## config.mk

```make
export PLATFORM = sky130hd
export DESIGN_NAME = pipelined_adder
export DESIGN_NICKNAME = d
export VERILOG_FILES = /design/src/rtl/pipelined_adder_pkg.sv /design/src/rtl/adder_chunk.sv /design/src/rtl/pipelined_adder.sv
export SDC_FILE = /design/constraint.sdc
export NUM_CORES = 1
export LEC_CHECK = 0
export ABC_AREA = 1
export CAP_MARGIN = 20
export CORE_ASPECT_RATIO = 1.25
export CORE_MARGIN = 2
export CORE_UTILIZATION = 50
export CTS_BUF_LIST = sky130_fd_sc_hd__clkbuf_4
export DETAILED_ROUTE_END_ITERATION = 16
export PLACE_DENSITY = 0.73
export SLEW_MARGIN = 20
export SYNTH_ARGS = -nofsm -noshare
export SYNTH_HDL_FRONTEND = slang
export SYNTH_SLANG_ARGS = --single-unit
```

## constraint.sdc

```tcl
create_clock -name clk -period 10.75 [get_ports clk]
set_clock_uncertainty 0.2 [all_clocks]
set_input_delay 2.15 -clock clk [delete_from_list [all_inputs] [get_ports clk]]
set_output_delay 2.15 -clock clk [all_outputs]
set_load 0.01 [all_outputs]
```

## src/rtl/pipelined_adder_pkg.sv

```systemverilog
// Shared types and helpers for the pipelined adder/subtractor.
package pipelined_adder_pkg;

    typedef enum logic {
        OP_ADD = 1'b0,
        OP_SUB = 1'b1
    } op_t;

    // Per-stage control slot. The partial sum and the skewed operand
    // remainders sit beside it in each stage because their widths depend
    // on the stage index.
    typedef struct packed {
        logic valid;
        logic carry;
    } stage_t;

    function automatic int unsigned chunk_w(input int unsigned width, input int unsigned stages);
        return (stages == 0) ? width : width / stages;
    endfunction

endpackage

```

## src/rtl/adder_chunk.sv

```systemverilog
// Combinational ripple-carry slice built from per-bit full-adder cells.
module adder_chunk #(
    parameter int unsigned W = 8
) (
    input  logic [W-1:0] a,
    input  logic [W-1:0] b,
    input  logic         ci,
    output logic [W-1:0] s,
    output logic         co,
    output logic         c_msb_in
);

    // ripple the carry through W full-adder cells, noting the carry into the top bit
    always_comb begin
        logic c;
        c        = ci;
        c_msb_in = ci;
        s        = '0;
        for (int unsigned k = 0; k < W; k++) begin
            if (k == W - 1) c_msb_in = c;
            s[k] = a[k] ^ b[k] ^ c;
            c    = (a[k] & b[k]) | (c & (a[k] ^ b[k]));
        end
        co = c;
    end

endmodule

```

## src/rtl/pipelined_adder.sv

```systemverilog
// Pipelined ripple-carry adder/subtractor with valid/ready on both sides.
// One CHUNK-wide slice per stage; carry is registered between stages and
// the not-yet-consumed operand bits travel forward with each beat.
// Optional feature: define PIPELINED_ADDER_OVF_EN to add the signed
// overflow output ovf.
module pipelined_adder
    import pipelined_adder_pkg::*;
#(
    parameter int unsigned WIDTH  = 32,
    parameter int unsigned STAGES = 4
) (
    input  logic             clk,
    input  logic             rst_n,
    input  logic             in_valid,
    output logic             in_ready,
    input  logic [WIDTH-1:0] a,
    input  logic [WIDTH-1:0] b,
    input  logic             cin,
    input  logic             sub,
    output logic             out_valid,
    input  logic             out_ready,
    output logic [WIDTH-1:0] sum,
    output logic             cout
`ifdef PIPELINED_ADDER_OVF_EN
    ,
    output logic             ovf
`endif
);

    localparam int unsigned CHUNK = chunk_w(WIDTH, STAGES);

    if (STAGES == 0 || (WIDTH % STAGES) != 0) begin : g_param_check
        $error("pipelined_adder: WIDTH must be a multiple of STAGES and STAGES >= 1");
    end

    op_t               op;
    logic [WIDTH-1:0]  b_eff;
    logic              c_eff;
    logic [STAGES-1:0] vld;
    logic [STAGES:0]   adv;
    logic [STAGES-1:0] c_msb;
    logic              unused_c_msb;

    assign op    = sub ? OP_SUB : OP_ADD;
    assign b_eff = (op == OP_SUB) ? ~b : b;
    assign c_eff = (op == OP_SUB) ? 1'b1 : cin;

    // Only the top slice's MSB carry matters, and only for overflow.
    assign unused_c_msb = ^c_msb;

    // advance chain: a stage moves when it is empty or its successor moves
    always_comb begin
        adv         = '0;
        adv[STAGES] = out_ready;
        for (int unsigned k = STAGES; k > 0; k--) begin
            adv[k-1] = !vld[k-1] || adv[k];
        end
    end

    assign in_ready = adv[0];

    for (genvar i = 0; i < STAGES; i++) begin : g_stage
        localparam int unsigned SW = WIDTH - CHUNK * i;

        logic                   up_valid;
        logic [SW-1:0]          up_a;
        logic [SW-1:0]          up_b;
        logic                   up_c;
        logic [CHUNK-1:0]       s;
        logic                   co;
        logic [(i+1)*CHUNK-1:0] nxt_sum;
        stage_t                 st;
        logic [(i+1)*CHUNK-1:0] ps;

        if (i == 0) begin : g_src
            assign up_valid = in_valid;
            assign up_a     = a;
            assign up_b     = b_eff;
            assign up_c     = c_eff;
            assign nxt_sum  = s;
        end else begin : g_src
            assign up_valid = g_stage[i-1].st.valid;
            assign up_a     = g_stage[i-1].g_skew.rem_a;
            assign up_b     = g_stage[i-1].g_skew.rem_b;
            assign up_c     = g_stage[i-1].st.carry;
            assign nxt_sum  = {s, g_stage[i-1].ps};
        end

        adder_chunk #(.W(CHUNK)) u_chunk (
            .a        (up_a[CHUNK-1:0]),
            .b        (up_b[CHUNK-1:0]),
            .ci       (up_c),
            .s        (s),
            .co       (co),
            .c_msb_in (c_msb[i])
        );

        assign vld[i] = st.valid;

        // stage slot: valid follows upstream on advance; data loads only for a real beat
        always_ff @(posedge clk or negedge rst_n) begin
            if (!rst_n) begin
                st <= '0;
                ps <= '0;
            end else if (adv[i]) begin
                st.valid <= up_valid;
                if (up_valid) begin
                    st.carry <= co;
                    ps       <= nxt_sum;
                end
            end
        end

        if (i < STAGES - 1) begin : g_skew
            logic [SW-CHUNK-1:0] rem_a;
            logic [SW-CHUNK-1:0] rem_b;

            // carry the unconsumed operand bits forward with the beat
            always_ff @(posedge clk or negedge rst_n) begin
                if (!rst_n) begin
                    rem_a <= '0;
                    rem_b <= '0;
                end else if (adv[i] && up_valid) begin
                    rem_a <= up_a[SW-1:CHUNK];
                    rem_b <= up_b[SW-1:CHUNK];
                end
            end
        end
    end

    assign out_valid = vld[STAGES-1];
    assign sum       = g_stage[STAGES-1].ps;
    assign cout      = g_stage[STAGES-1].st.carry;

`ifdef PIPELINED_ADDER_OVF_EN
    // signed overflow captured alongside the last slice's sum
    always_ff @(posedge clk or negedge rst_n) begin
        if (!rst_n) begin
            ovf <= 1'b0;
        end else if (adv[STAGES-1] && g_stage[STAGES-1].up_valid) begin
            ovf <= c_msb[STAGES-1] ^ g_stage[STAGES-1].co;
        end
    end
`endif

endmodule

```

==> summary by stage, run 1 <==
Logic synthesis
By count the netlist is led by sky130_fd_sc_hd__nand2_1 (284), sky130_fd_sc_hd__dfrtp_1 (184), sky130_fd_sc_hd__nand3_1 (124). Counting flops and latches in the post-synthesis netlist gives 184. The sequential fraction of the synthesis area is a little under three fifths. Averaged over all synthesized cells, the footprint is 9.48 sq um. Ranked by total cell area, the synthesized netlist is headed by sky130_fd_sc_hd__dfrtp_1 (57%), sky130_fd_sc_hd__nand2_1 (13%), sky130_fd_sc_hd__fa_1 (7.9%). The fraction of registers with async set or reset after synthesis is 100%. The gate count after technology mapping is about 860.

The synthesized area is a little over 8000 sq um. For this run, the number of Yosys warnings is 0. In this run, synthesis inferred 0 flip-flops with an integrated enable. The synthesized netlist contains 19 unique library cells. The most common cell in the synthesized netlist is sky130_fd_sc_hd__nand2_1. For this run, the leading register cell type out of synthesis is sky130_fd_sc_hd__dfrtp_1. Counting every net in the synthesized netlist gives 960. Of all cell types, the one taking the most synthesized area is sky130_fd_sc_hd__dfrtp_1. The share of the synthesized area in the top cell type is around 57%.

Routing
After detailed routing, the average wire length per cell comes to approximately 13 um. The routed design uses ~500 um of met3 wire. The total met2 wirelength after detailed routing is ~7.7 mm. The routed layout has 5656 vias. The first detailed-routing pass ran for 5 iterations. The post-route DRC violation count is 0. The highest layer used for signal routing is met4. The number of vias per cell is slightly below 5.

The sum of routed wire length over all layers is 15.5 mm. In this run the remaining antenna-violating nets after routing total 0. After the first detailed-routing iteration, the DRC count stood at roughly 370. The detailed-route wire length on metal 1 is 7.12 mm.

CTS
The count of clock tree sinks is ~180. The CTS tree is done. CTS placed an instance of sky130_fd_sc_hd__clkbuf_4 at the clock tree root. After clock tree synthesis, the setup repair step added 0 buffers. Clock-pin slew was measured on the worst setup and hold paths at about 0.15 ns. The count of hold buffers inserted by post-cts repair is 0. The buffer levels on the longest clock path is 2.

Gates resized during post-CTS repair numbered 0. The total CTS buffers is 17. The clock insertion delay at the later pin of the skew report is around 0.55 ns. The CTS H-tree depth is 4.

Pwr
The total power density per cell area is approximately 240 nW/um^2. The maximum vdd ir drop is 0.0000837 V. Power comes to ~0.0023 W.

The leakage power is about 4.8 nW.

Timing
Setup repair after global routing left no endpoint under its margin. The sum of negative setup slack is 0 ns. The time the final worst path needs with I/O delays and setup is about 6.3 ns.

The final worst-path cycle share is around 59%. The number of pins with negative max-slew slack in the final report is 0. Setup violations remaining at the end of the flow were counted as 0. The worst slew margin relative to its limit is just under 30%. For the pin with the worst max-slew slack, the measured transition is around 1.1 ns. The highest achievable clock rate is roughly 160 MHz.

The count of endpoints failing hold in the final timing report is 0.

Floorplan
The die is about 150 um tall. The top-level port count is between 100 and 150. The initial standard-cell utilization of the core is around half. The die covers around 17000 sq um. The core area is between 15000 and 20000 sq um. In this run the horizontal extent of the chip is 118 um. The floorplan row count is between 50 and 60.

GRT
The initial antenna violation count is 1. Entering global routing, the biggest net connects 101 pins. Global routing finished with a remaining overflow of 0. The number of global-route vias before repair is between 5000 and 6000. Global routing used around a fifth of the available tracks. The first global-routing pass estimated roughly 27 mm of wire.

Finish
After filler insertion, the fill cell instance count of the layout stands at 1432. The area taken by flip-flops and latches is ~4600 sq um. The share of cells above drive strength 1 is under 10%. Cells fill between 50 and 60% of the core in the end. Summing all multi-input logic gate instances after layout gives between 3000 and 4000 sq um. The synthesis-to-finish area growth is 17.5%.

At the end of the flow, the number of nets in the layout was ~1000.

Critical path
The data arrival time of the critical path is 3.98 ns. The critical path goes through clkdlybuf4s50_1 -> nor2_4 -> nand4_2 -> buf_4 -> clkdlybuf4s50_1. The library cell contributing the largest single delay on the critical path is sky130_fd_sc_hd__clkdlybuf4s50_1. The category of the critical setup timing path is in -> out. The cell that appears most often on the critical path is sky130_fd_sc_hd__clkdlybuf4s50_1. The largest single stage delay on the critical path is 0.66 ns. The category of cells accounting for the largest share of critical-path delay is buffers and inverters. Counting both buffers and inverters, the worst setup path holds a total of 3. STA classifies the critical path endpoint as an output pin.

Of all nets on the critical path, the largest fanout is 60. The worst setup path is launched from an input pin. For the worst setup path, the data required time is around 8.4 ns.

Hold path
In this run the worst hold path is classified as reg -> reg.

Job
Max-cap violations in this run came to 0.

Status
The flow ran to the end, and the final reports show no timing, DRC or antenna violations.

Placement
The post-detailed-placement half-perimeter wirelength is 10.8 mm. The global placer's final weighted congestion is a little under 0.8. Buffers placed on the I/O ports in this run total 104.
==> logic make-up (layout without fill, tap and decap cells) <==
logic type | after synthesis | in the layout | share of synthesized area [%]
compound gates | 57 | 57 | 3.51
xor+xnor | 32 | 32 | 3.45
fa+ha+maj | 32 | 32 | 7.88
buf+inv | 114 | 205 | 6.14
flops | 184 | 184 | 56.6
other cells | 0 | 1 | 0
simple gates | 439 | 439 | 22.4
==> flip-flops by register name, summed over array words and instances (netlist names) <==
register	cells
cout	1
g_stage.g_skew.rem_a	48
g_stage.g_skew.rem_b	48
g_stage.ps	48
g_stage.up_c	3
g_stage.up_valid	3
out_valid	1
sum	32
==> worst min-delay path, delay by kind of cell, from the launching register on <==
kind / cells / cell delay (ns)
and+or+nand+nor: 2 / 0.09
DFF: 1 / 0.37
==> cell type report <==
| type | instances | area share (%) |
|---|---|---|
| Antenna cell | 1 | 0.0262 |
| Clock buffer | 17 | 1.34 |
| Clock inverter | 15 | 1.98 |
| Inverter | 60 | 2.36 |
| Multi-Input combinational cell | 560 | 31.7 |
| Sequential cell | 184 | 48.2 |
| Tap cell | 216 | 2.83 |
| Timing Repair Buffer | 113 | 11.5 |
==> placed cells by master, fill, tap and decap left out, types with 2 or more instances in the layout <==
master                            netlist  final
sky130_fd_sc_hd__nand2_1              284    283
sky130_fd_sc_hd__dfrtp_1              184    184
sky130_fd_sc_hd__nand3_1              124    124
sky130_fd_sc_hd__clkdlybuf4s50_1        0    101
sky130_fd_sc_hd__inv_1                 59     59
sky130_fd_sc_hd__fa_1                  32     32
sky130_fd_sc_hd__o21ai_0               31     31
sky130_fd_sc_hd__nor2_1                27     27
sky130_fd_sc_hd__xor2_1                26     26
sky130_fd_sc_hd__a21oi_1               26     26
sky130_fd_sc_hd__clkbuf_4               0     17
sky130_fd_sc_hd__buf_4                  3      8
sky130_fd_sc_hd__xnor2_1                6      6
sky130_fd_sc_hd__inv_6                  0      4
sky130_fd_sc_hd__nand2_2                2      3
sky130_fd_sc_hd__clkinvlp_4             0      3
sky130_fd_sc_hd__bufinv_16              0      3
sky130_fd_sc_hd__inv_8                  0      2
sky130_fd_sc_hd__clkinv_2               0      2
sky130_fd_sc_hd__buf_2                 30      2
sky130_fd_sc_hd__buf_6                  3      2
==> where the power goes <==
part           internal, W  total (W)  switching, W
sequential        0.000940    0.00108      0.000144
combinational     0.000350   0.000789      0.000439
clock             0.000167   0.000411      0.000245
total              0.00146    0.00228      0.000828
==> per-stage QoR <==
stage          instances  area (sq um)  worst slack [ns]  hold slack (ns)
5_1_grt             1166          9560              4.34            0.307
4_1_cts             1165          9550              4.41            0.291
6_report            1166          9560              4.42            0.289
2_1_floorplan        858          8130              4.50            0.242
3_3_place_gp        1133          9230              4.22            0.254
3_5_place_dp        1133          9230              4.19            0.259
==> layer usage <==
layer  GRT usage [%]  vias to the layer above
met5               0                        -
li1                -                     2838
met3            3.48                       14
met4            5.66                        0
met1            27.5                     2685
met2            29.8                      119
==> path summary, 6_finish.rpt <==
| path | from | to | slack [ns] | cells after the start |
|---|---|---|---|---|
| worst max register to register | g_stage[0].g_skew.rem_a[0] | g_stage[1].ps[15] | 6.63 | 12 |
| worst min-delay path | g_stage[1].ps[0] | g_stage[1].ps[0] | 0.29 | 2 |
| min in group asynchronous | rst_n | g_stage[0].g_skew.rem_b[1] | 1.48 | 1 |
| worst min register to register | g_stage[1].ps[0] | g_stage[1].ps[0] | 0.29 | 2 |
| worst max-delay path | out_ready | in_ready | 4.42 | 5 |
| max in group asynchronous | rst_n | g_stage[2].g_skew.rem_a[0] | 7.60 | 2 |
No activity file was read; power rests on OpenSTA's default activity.
==> run 2: changes to the inputs <==
==> constraint.sdc (replaced) <==
create_clock -name clk -period 6.2 [get_ports clk]
set_clock_uncertainty 0.2 [all_clocks]
set_input_delay 1.24 -clock clk [delete_from_list [all_inputs] [get_ports clk]]
set_output_delay 1.24 -clock clk [all_outputs]
set_load 0.01 [all_outputs]
==> summary by stage, run 2 (same netlist as run 1, synthesis figures left out) <==
GRT
The overall global routing resource usage was 19.3% (+0.22 points). The number of global-route vias before repair is 5482 (+2.1%). The total congestion overflow after global routing is 0 (unchanged). The initial antenna violation count came to 2 (+1). The largest net degree at the start of global routing is 95 (-5.9%). The global-route wire length before repair came to 26.9 mm (+1.1%).

Critical path
The highest fanout seen on the critical path is 1 (-98%). The category of the worst setup path capture point is a flop. The data arrival time of the critical path is 5.17 ns (+1.19 ns).

The worst setup path is of the in -> reg kind. The critical path data required time is 6.48 ns (-1.92 ns). STA classifies the critical path startpoint as an input pin.

Routing
The post-route DRC violation count is 0 (unchanged). The number of vias per cell is 4.87 (+0.33%). The detail-routed net length per standard cell is 13.2 um (-0.70%). The initial DRC count is 417 (+12%).

The final antenna-violating net count is 0 (unchanged). The total number of vias came to 5670 (+0.25%). The number of optimization iterations in the first detailed-route pass is 5 (unchanged). The sum of routed wire length over all layers was 15.4 mm (-0.78%).

CTS
The clock root buffer is sky130_fd_sc_hd__clkbuf_4. The number of post-CTS setup repair buffers is 0 (unchanged). The total CTS buffers was 17 (unchanged). The CTS H-tree depth is 4 (unchanged).

The count of clock tree sinks came to 184 (unchanged). The count of hold buffers inserted by post-cts repair came to 0 (unchanged). The clock insertion delay at the later pin of the skew report is 0.57 ns (+0.02 ns).

The clock slew at the register clock pins of the worst setup and hold paths is 0.15 ns (about the same). The buffer levels on the longest clock path is 2 (unchanged). The CTS tree is done. The quantity of gates resized following cts was 0 (unchanged).

Finish
The count of fill cells added during filler insertion is 1431 (-0.070%). The share of cells above drive strength 1 is 5.17% (-0.10 points). Compared with the post-synthesis result, the final layout area differs by 16.9%. The library cell used most frequently in the layout, excluding fill and tap cells, is sky130_fd_sc_hd__nand2_1. In the layout the commonest cells are sky130_fd_sc_hd__nand2_1 (283), sky130_fd_sc_hd__dfrtp_1 (184), sky130_fd_sc_hd__nand3_1 (124). The largest registers in the layout are g_stage.g_skew.rem_a (48), g_stage.g_skew.rem_b (48), g_stage.ps (48).

The number of nets at the end of the flow is 1038 (unchanged).

Timing
The slack of the critical path was 1.30 ns (-3.12 ns). The final hold slack is 0.291 ns (+0.00210 ns). The sum of negative setup slack came to 0 ns (unchanged).

The pin slew with the least headroom to its limit is 1.05 ns (-0.00305 ns). The final critical path takes up 79.0% of the cycle. Static timing analysis puts the maximum clock frequency at 204 MHz. The count of endpoints failing hold in the final timing report is 0 (unchanged). The number of pins with negative max-slew slack in the final report is 0 (unchanged). Setup repair after global routing left no endpoint under its margin. The time the final worst path needs with I/O delays and setup is 4.90 ns. The worst slew margin relative to its limit was 29.8% (+0.20 points). The final setup violation count came to 0 (unchanged).

Floorplan
The top-level port count is 105 (unchanged). The core area came to 16100 sq um (unchanged). The width of the die is 118 um (unchanged).

The area of the die was 17300 sq um (unchanged). The initial standard-cell utilization of the core came to 50.6% (unchanged). The floorplan row count came to 52 (unchanged).

The vertical extent of the die is 147 um (unchanged).

Status
The run finished with clean final reports.

Hold path
The kind of path behind the tightest hold check is reg -> reg.

Job
The reported max-cap violation count was 0 (unchanged).

Pwr
The total power density per cell area is 408 nW/um^2 (+71%). The maximum vdd ir drop is 0.000144 V (+72%). The leakage power was 4.80 nW (-0.48%).

Placement
The pre-CTS setup slack is 0.669 ns (-3.52 ns). The global placer's final weighted congestion came to 0.773 (-2.1%). The post-detailed-placement half-perimeter wirelength came to 10.6 mm (-1.5%). The number of I/O port buffers was 104 (unchanged).
## run 2: cell count changes in the layout (fill, tap and decap cells not counted)
cell | previous run | this run
sky130_fd_sc_hd__buf_4 | 8 | 9
sky130_fd_sc_hd__nand2_2 | 3 | 2
sky130_fd_sc_hd__nand2_4 | 0 | 1
sky130_fd_sc_hd__bufinv_16 | 3 | 1
sky130_fd_sc_hd__clkinv_4 | 1 | 3
sky130_fd_sc_hd__buf_6 | 2 | 1
sky130_fd_sc_hd__clkinv_2 | 2 | 1
## run 2: worst max-delay path: stages
cell	delay, ns
sky130_fd_sc_hd__clkdlybuf4s50_1	0.42
sky130_fd_sc_hd__xnor2_1	0.14
sky130_fd_sc_hd__fa_1	0.36
sky130_fd_sc_hd__inv_1	0.09
sky130_fd_sc_hd__fa_1	0.18
sky130_fd_sc_hd__inv_1	0.05
sky130_fd_sc_hd__fa_1	0.41
sky130_fd_sc_hd__fa_1	0.42
sky130_fd_sc_hd__fa_1	0.42
sky130_fd_sc_hd__fa_1	0.42
sky130_fd_sc_hd__fa_1	0.39
sky130_fd_sc_hd__inv_1	0.08
sky130_fd_sc_hd__fa_1	0.41
sky130_fd_sc_hd__nand3_1	0.09
sky130_fd_sc_hd__nand2_1	0.06
## run 2: where the power goes
part | internal, W | total (W) | switching, W
sequential | 0.00163 | 0.00188 | 0.000251
combinational | 0.000605 | 0.00136 | 0.000757
clock | 0.000208 | 0.000636 | 0.000428
## run 2: worst paths after layout
path	slack [ns]	startpoint	depth (start not counted)	endpoint
max reg2reg	2.13	g_stage[0].g_skew.rem_a[0]	12	g_stage[1].ps[15]
min in group asynchronous	0.51	rst_n	1	g_stage[0].g_skew.rem_b[1]
min reg2reg	0.29	g_stage[1].g_skew.rem_b[10]	2	g_stage[1].g_skew.rem_b[10]
max	1.30	b[0]	15	g_stage[0].ps[7]
min	0.29	g_stage[1].g_skew.rem_b[10]	2	g_stage[1].g_skew.rem_b[10]
max in group asynchronous	4.17	rst_n	2	g_stage[1].ps[13]
## run 2: cell type report
class	count	area, sq um	share of cell area (%)
sequential	184	4600	48.4
multi-input combinational	560	3040	31.9
timing repair buffer	113	1100	11.6
tap	216	270	2.84
inverter	60	225	2.37
clock inverter	14	141	1.49
clock buffer	17	128	1.34
antenna	1	2.50	0.0263
## run 2: per-layer routing
| layer | global-route usage [%] | vias to the layer above | part of all wire (%) | routed length, um |
|---|---|---|---|---|
| met5 | 0 | - | 0 | 0 |
| met4 | 6.20 | 0 | 2.2 | 333 |
| met3 | 3.44 | 24 | 3.6 | 557 |
| li1 | - | 2847 | - | - |
| met2 | 30.6 | 125 | 47 | 7300 |
| met1 | 27.3 | 2674 | 47 | 7190 |
## run 2: metrics by stage
stage	util, %	instance area [sq um]	total power [W]	std cells
after global routing	59.2	9510	0.00420	1165
after global placement	57.5	9230	0.00323	1133
after floorplan	-	8130	0.00274	858
after CTS	59.1	9500	0.00391	1164
final	59.2	9510	0.00388	1165
after detailed placement	57.5	9230	0.00328	1133
==> run 3: changes to the inputs <==
--- a/config.mk
+++ b/config.mk
@@ -12,7 +12,7 @@
 export CORE_UTILIZATION = 50
 export CTS_BUF_LIST = sky130_fd_sc_hd__clkbuf_4
 export DETAILED_ROUTE_END_ITERATION = 16
-export PLACE_DENSITY = 0.73
+export PLACE_DENSITY = 0.76
 export SLEW_MARGIN = 20
 export SYNTH_ARGS = -nofsm -noshare
 export SYNTH_HDL_FRONTEND = slang
==> constraint.sdc (replaced) <==
create_clock -name clk -period 4.5 [get_ports clk]
set_clock_uncertainty 0.2 [all_clocks]
set_input_delay 0.9 -clock clk [delete_from_list [all_inputs] [get_ports clk]]
set_output_delay 0.9 -clock clk [all_outputs]
set_load 0.01 [all_outputs]
==> summary by stage, run 3 (same netlist as run 1, synthesis figures left out) <==
Placement
The number of placed cells counting well taps was 1139 (+0.53%). The pre-CTS setup slack was -0.446 ns (-1.12 ns). The total placed instance area came to 9290 sq um (+0.60%). The post-detailed-placement half-perimeter wirelength was 11.0 mm (+4.1%).

The number of I/O port buffers came to 104 (unchanged). The global placer's final weighted congestion came to 0.823 (+6.5%).

Pwr
The total power density per cell area was 552 nW/um^2 (+35%). The maximum vdd ir drop is 0.000210 V (+45%). The leakage power is 4.81 nW (+0.19%).

GRT
The overall global routing resource usage was 19.2% (-0.11 points). The met3 demand-to-capacity share in global routing is 4.34% (+0.90 points). The largest net degree at the start of global routing was 97 (+2.1%). The met1 demand-to-capacity share in global routing was 27.5% (+0.17 points). The global-route wire length before repair was 26.7 mm (-0.90%). The initial antenna violation count is 1 (-1). The number of global-route vias before repair came to 5422 (-1.1%).

met2 is the most crowded layer. The total congestion overflow after global routing is 0 (unchanged). The met2 capacity usage during global routing is 29.9% (-0.69 points).

Routing
The total number of vias is 5661 (-0.16%). The sum of routed wire length over all layers is 15.4 mm (about the same). The post-route DRC violation count was 0 (unchanged). The detail-routed net length per standard cell is 13.1 um (-0.66%).

The final antenna-violating net count came to 0 (unchanged). The number of vias per cell was 4.83 (-0.76%). The initial DRC count is 358 (-14%). The number of optimization iterations in the first detailed-route pass is 5 (unchanged).

Status
The flow ran to the end, and the final reports show no timing, DRC or antenna violations.

Finish
Compared with the post-synthesis result, the final layout area differs by 17.1%. The number of nets at the end of the flow was 1044 (+0.58%). The post-route non-filler standard cell count is 1172 (+0.60%). The area of all placed cells without fillers is 9530 sq um (+0.20%).

The count of fill cells added during filler insertion is 1441 (+0.70%). In the final layout, the registers with the most flip-flops are g_stage.g_skew.rem_a (48), g_stage.g_skew.rem_b (48), g_stage.ps (48). The top cell types in the final layout, fill and taps aside, are sky130_fd_sc_hd__nand2_1 (283), sky130_fd_sc_hd__dfrtp_1 (184), sky130_fd_sc_hd__nand3_1 (124). The most common library cell in the layout ignoring fill and taps is sky130_fd_sc_hd__nand2_1. The share of cells above drive strength 1 is 5.86% (+0.70 points).

CTS
The count of hold buffers inserted by post-cts repair came to 0 (unchanged). The CTS tree is done. The quantity of gates resized following cts is 0 (unchanged). The count of clock tree sinks is 184 (unchanged). The clock slew at the register clock pins of the worst setup and hold paths was 0.14 ns (about the same).

The CTS H-tree depth is 4 (unchanged). The number of post-CTS setup repair buffers was 0 (unchanged). The tree is rooted in a sky130_fd_sc_hd__clkbuf_4. The total CTS buffers was 17 (unchanged). The buffer levels on the longest clock path came to 2 (unchanged). The clock insertion delay at the later pin of the skew report is 0.55 ns (-0.02 ns).

Timing
The final setup violation count is 0 (unchanged). The worst path uses between 90% and 100% of the clock period. The count of endpoints failing hold in the final timing report came to 0 (unchanged). The slack of the critical path is 0.142 ns (-1.16 ns). Setup repair after global routing left no endpoint under its margin. The sum of negative setup slack is 0 ns (unchanged).

The time the final worst path needs with I/O delays and setup is roughly 4.4 ns. The worst slew margin relative to its limit is 44.1% (+14 points). The pin slew with the least headroom to its limit is 0.839 ns (-0.210 ns). Derived from the worst setup path, the maximum achievable clock frequency is around 230 MHz. The number of pins with negative max-slew slack in the final report is 0 (unchanged).

Hold path
The kind of path behind the tightest hold check is in -> async.

Critical path
The category of the worst setup path capture point is a flop. The data arrival time of the critical path is 4.61 ns (-0.56 ns). STA classifies the critical path startpoint as an input pin. The highest fanout seen on the critical path was 1 (unchanged).

The critical path starts at b[0]. The category of the critical setup timing path is in -> reg. The critical path data required time is 4.76 ns (-1.72 ns).

The startpoint of the worst-slack reg-to-reg timing path is g_stage[0].g_skew.rem_a[0].

Floorplan
The initial standard-cell utilization of the core came to 50.6% (unchanged). The top-level port count was 105 (unchanged). The core area is 16100 sq um (unchanged). The floorplan row count is 52 (unchanged).

The width of the die is 118 um (unchanged). The vertical extent of the die is 147 um (unchanged). The area of the die came to 17300 sq um (unchanged).

Job
The reported max-cap violation count is 0 (unchanged).
run 3: cell types whose count changed in the layout (fill, tap and decap cells not counted), sizes merged:
cell / previous run / this run
clkbuf: 17 / 18
bufinv: 1 / 0
buf: 12 / 18
inv: 66 / 63
clkinvlp: 3 / 2
clkinv: 4 / 9
run 3: through the flow:
step,total power [W],util (%),hold WS [ns]
finish,0.00526,59.3,0.194
global route,0.00572,59.3,0.254
CTS,0.00532,59.3,0.202
detailed placement,0.00454,57.8,0.259
global placement,0.00445,57.8,0.255
floorplan,0.00378,-,0.242
run 3: metal layers:
layer  vias to the layer above  routed length, um  part of all wire [%]
met3                        13                826                   5.4
met4                         0                192                   1.2
met1                      2639               6950                    45
met5                         -                  0                     0
met2                       157               7410                    48
li1                       2852                  -                     -
run 3: critical path, cell delays in order:
cell,delay (ns)
sky130_fd_sc_hd__clkdlybuf4s50_1,0.42
sky130_fd_sc_hd__xnor2_1,0.15
sky130_fd_sc_hd__fa_1,0.36
sky130_fd_sc_hd__inv_1,0.08
sky130_fd_sc_hd__fa_1,0.17
sky130_fd_sc_hd__inv_1,0.05
sky130_fd_sc_hd__fa_2,0.36
sky130_fd_sc_hd__fa_2,0.37
sky130_fd_sc_hd__fa_2,0.37
sky130_fd_sc_hd__fa_2,0.37
sky130_fd_sc_hd__fa_1,0.38
sky130_fd_sc_hd__inv_1,0.07
sky130_fd_sc_hd__fa_1,0.40
sky130_fd_sc_hd__nand3_1,0.09
sky130_fd_sc_hd__nand2_1,0.05
run 3: power by group:
| part | internal [W] | total, W | switching, W | leakage, nW |
|---|---|---|---|---|
| Sequential | 0.00225 | 0.00260 | 0.000352 | 2.24 |
| Combinational | 0.000840 | 0.00188 | 0.00104 | 2.44 |
| Clock | 0.000228 | 0.000778 | 0.000550 | 0.125 |
run 3: path summary, 6_finish.rpt:
path                       slack, ns  cells after the start                           to
max                             0.14                     15             g_stage[0].ps[7]
min                             0.19                      1   g_stage[0].g_skew.rem_b[1]
max reg2reg                     0.42                     12            g_stage[1].ps[15]
min reg2reg                     0.29                      2  g_stage[0].g_skew.rem_b[15]
max in group asynchronous       2.96                      2   g_stage[1].g_skew.rem_b[9]
min in group clk                0.29                      2  g_stage[0].g_skew.rem_b[15]
run 3: final cells by class:
type	instances	area, sq um	share of cell area [%]
well taps	216	270	2.84
diodes	1	2.50	0.0263
clock inverters	14	103	1.08
multi-input cells	560	3040	31.9
clock buffers	18	135	1.42
inverters	60	225	2.36
flip-flops and latches	184	4600	48.3
repair buffers	119	1140	12.0
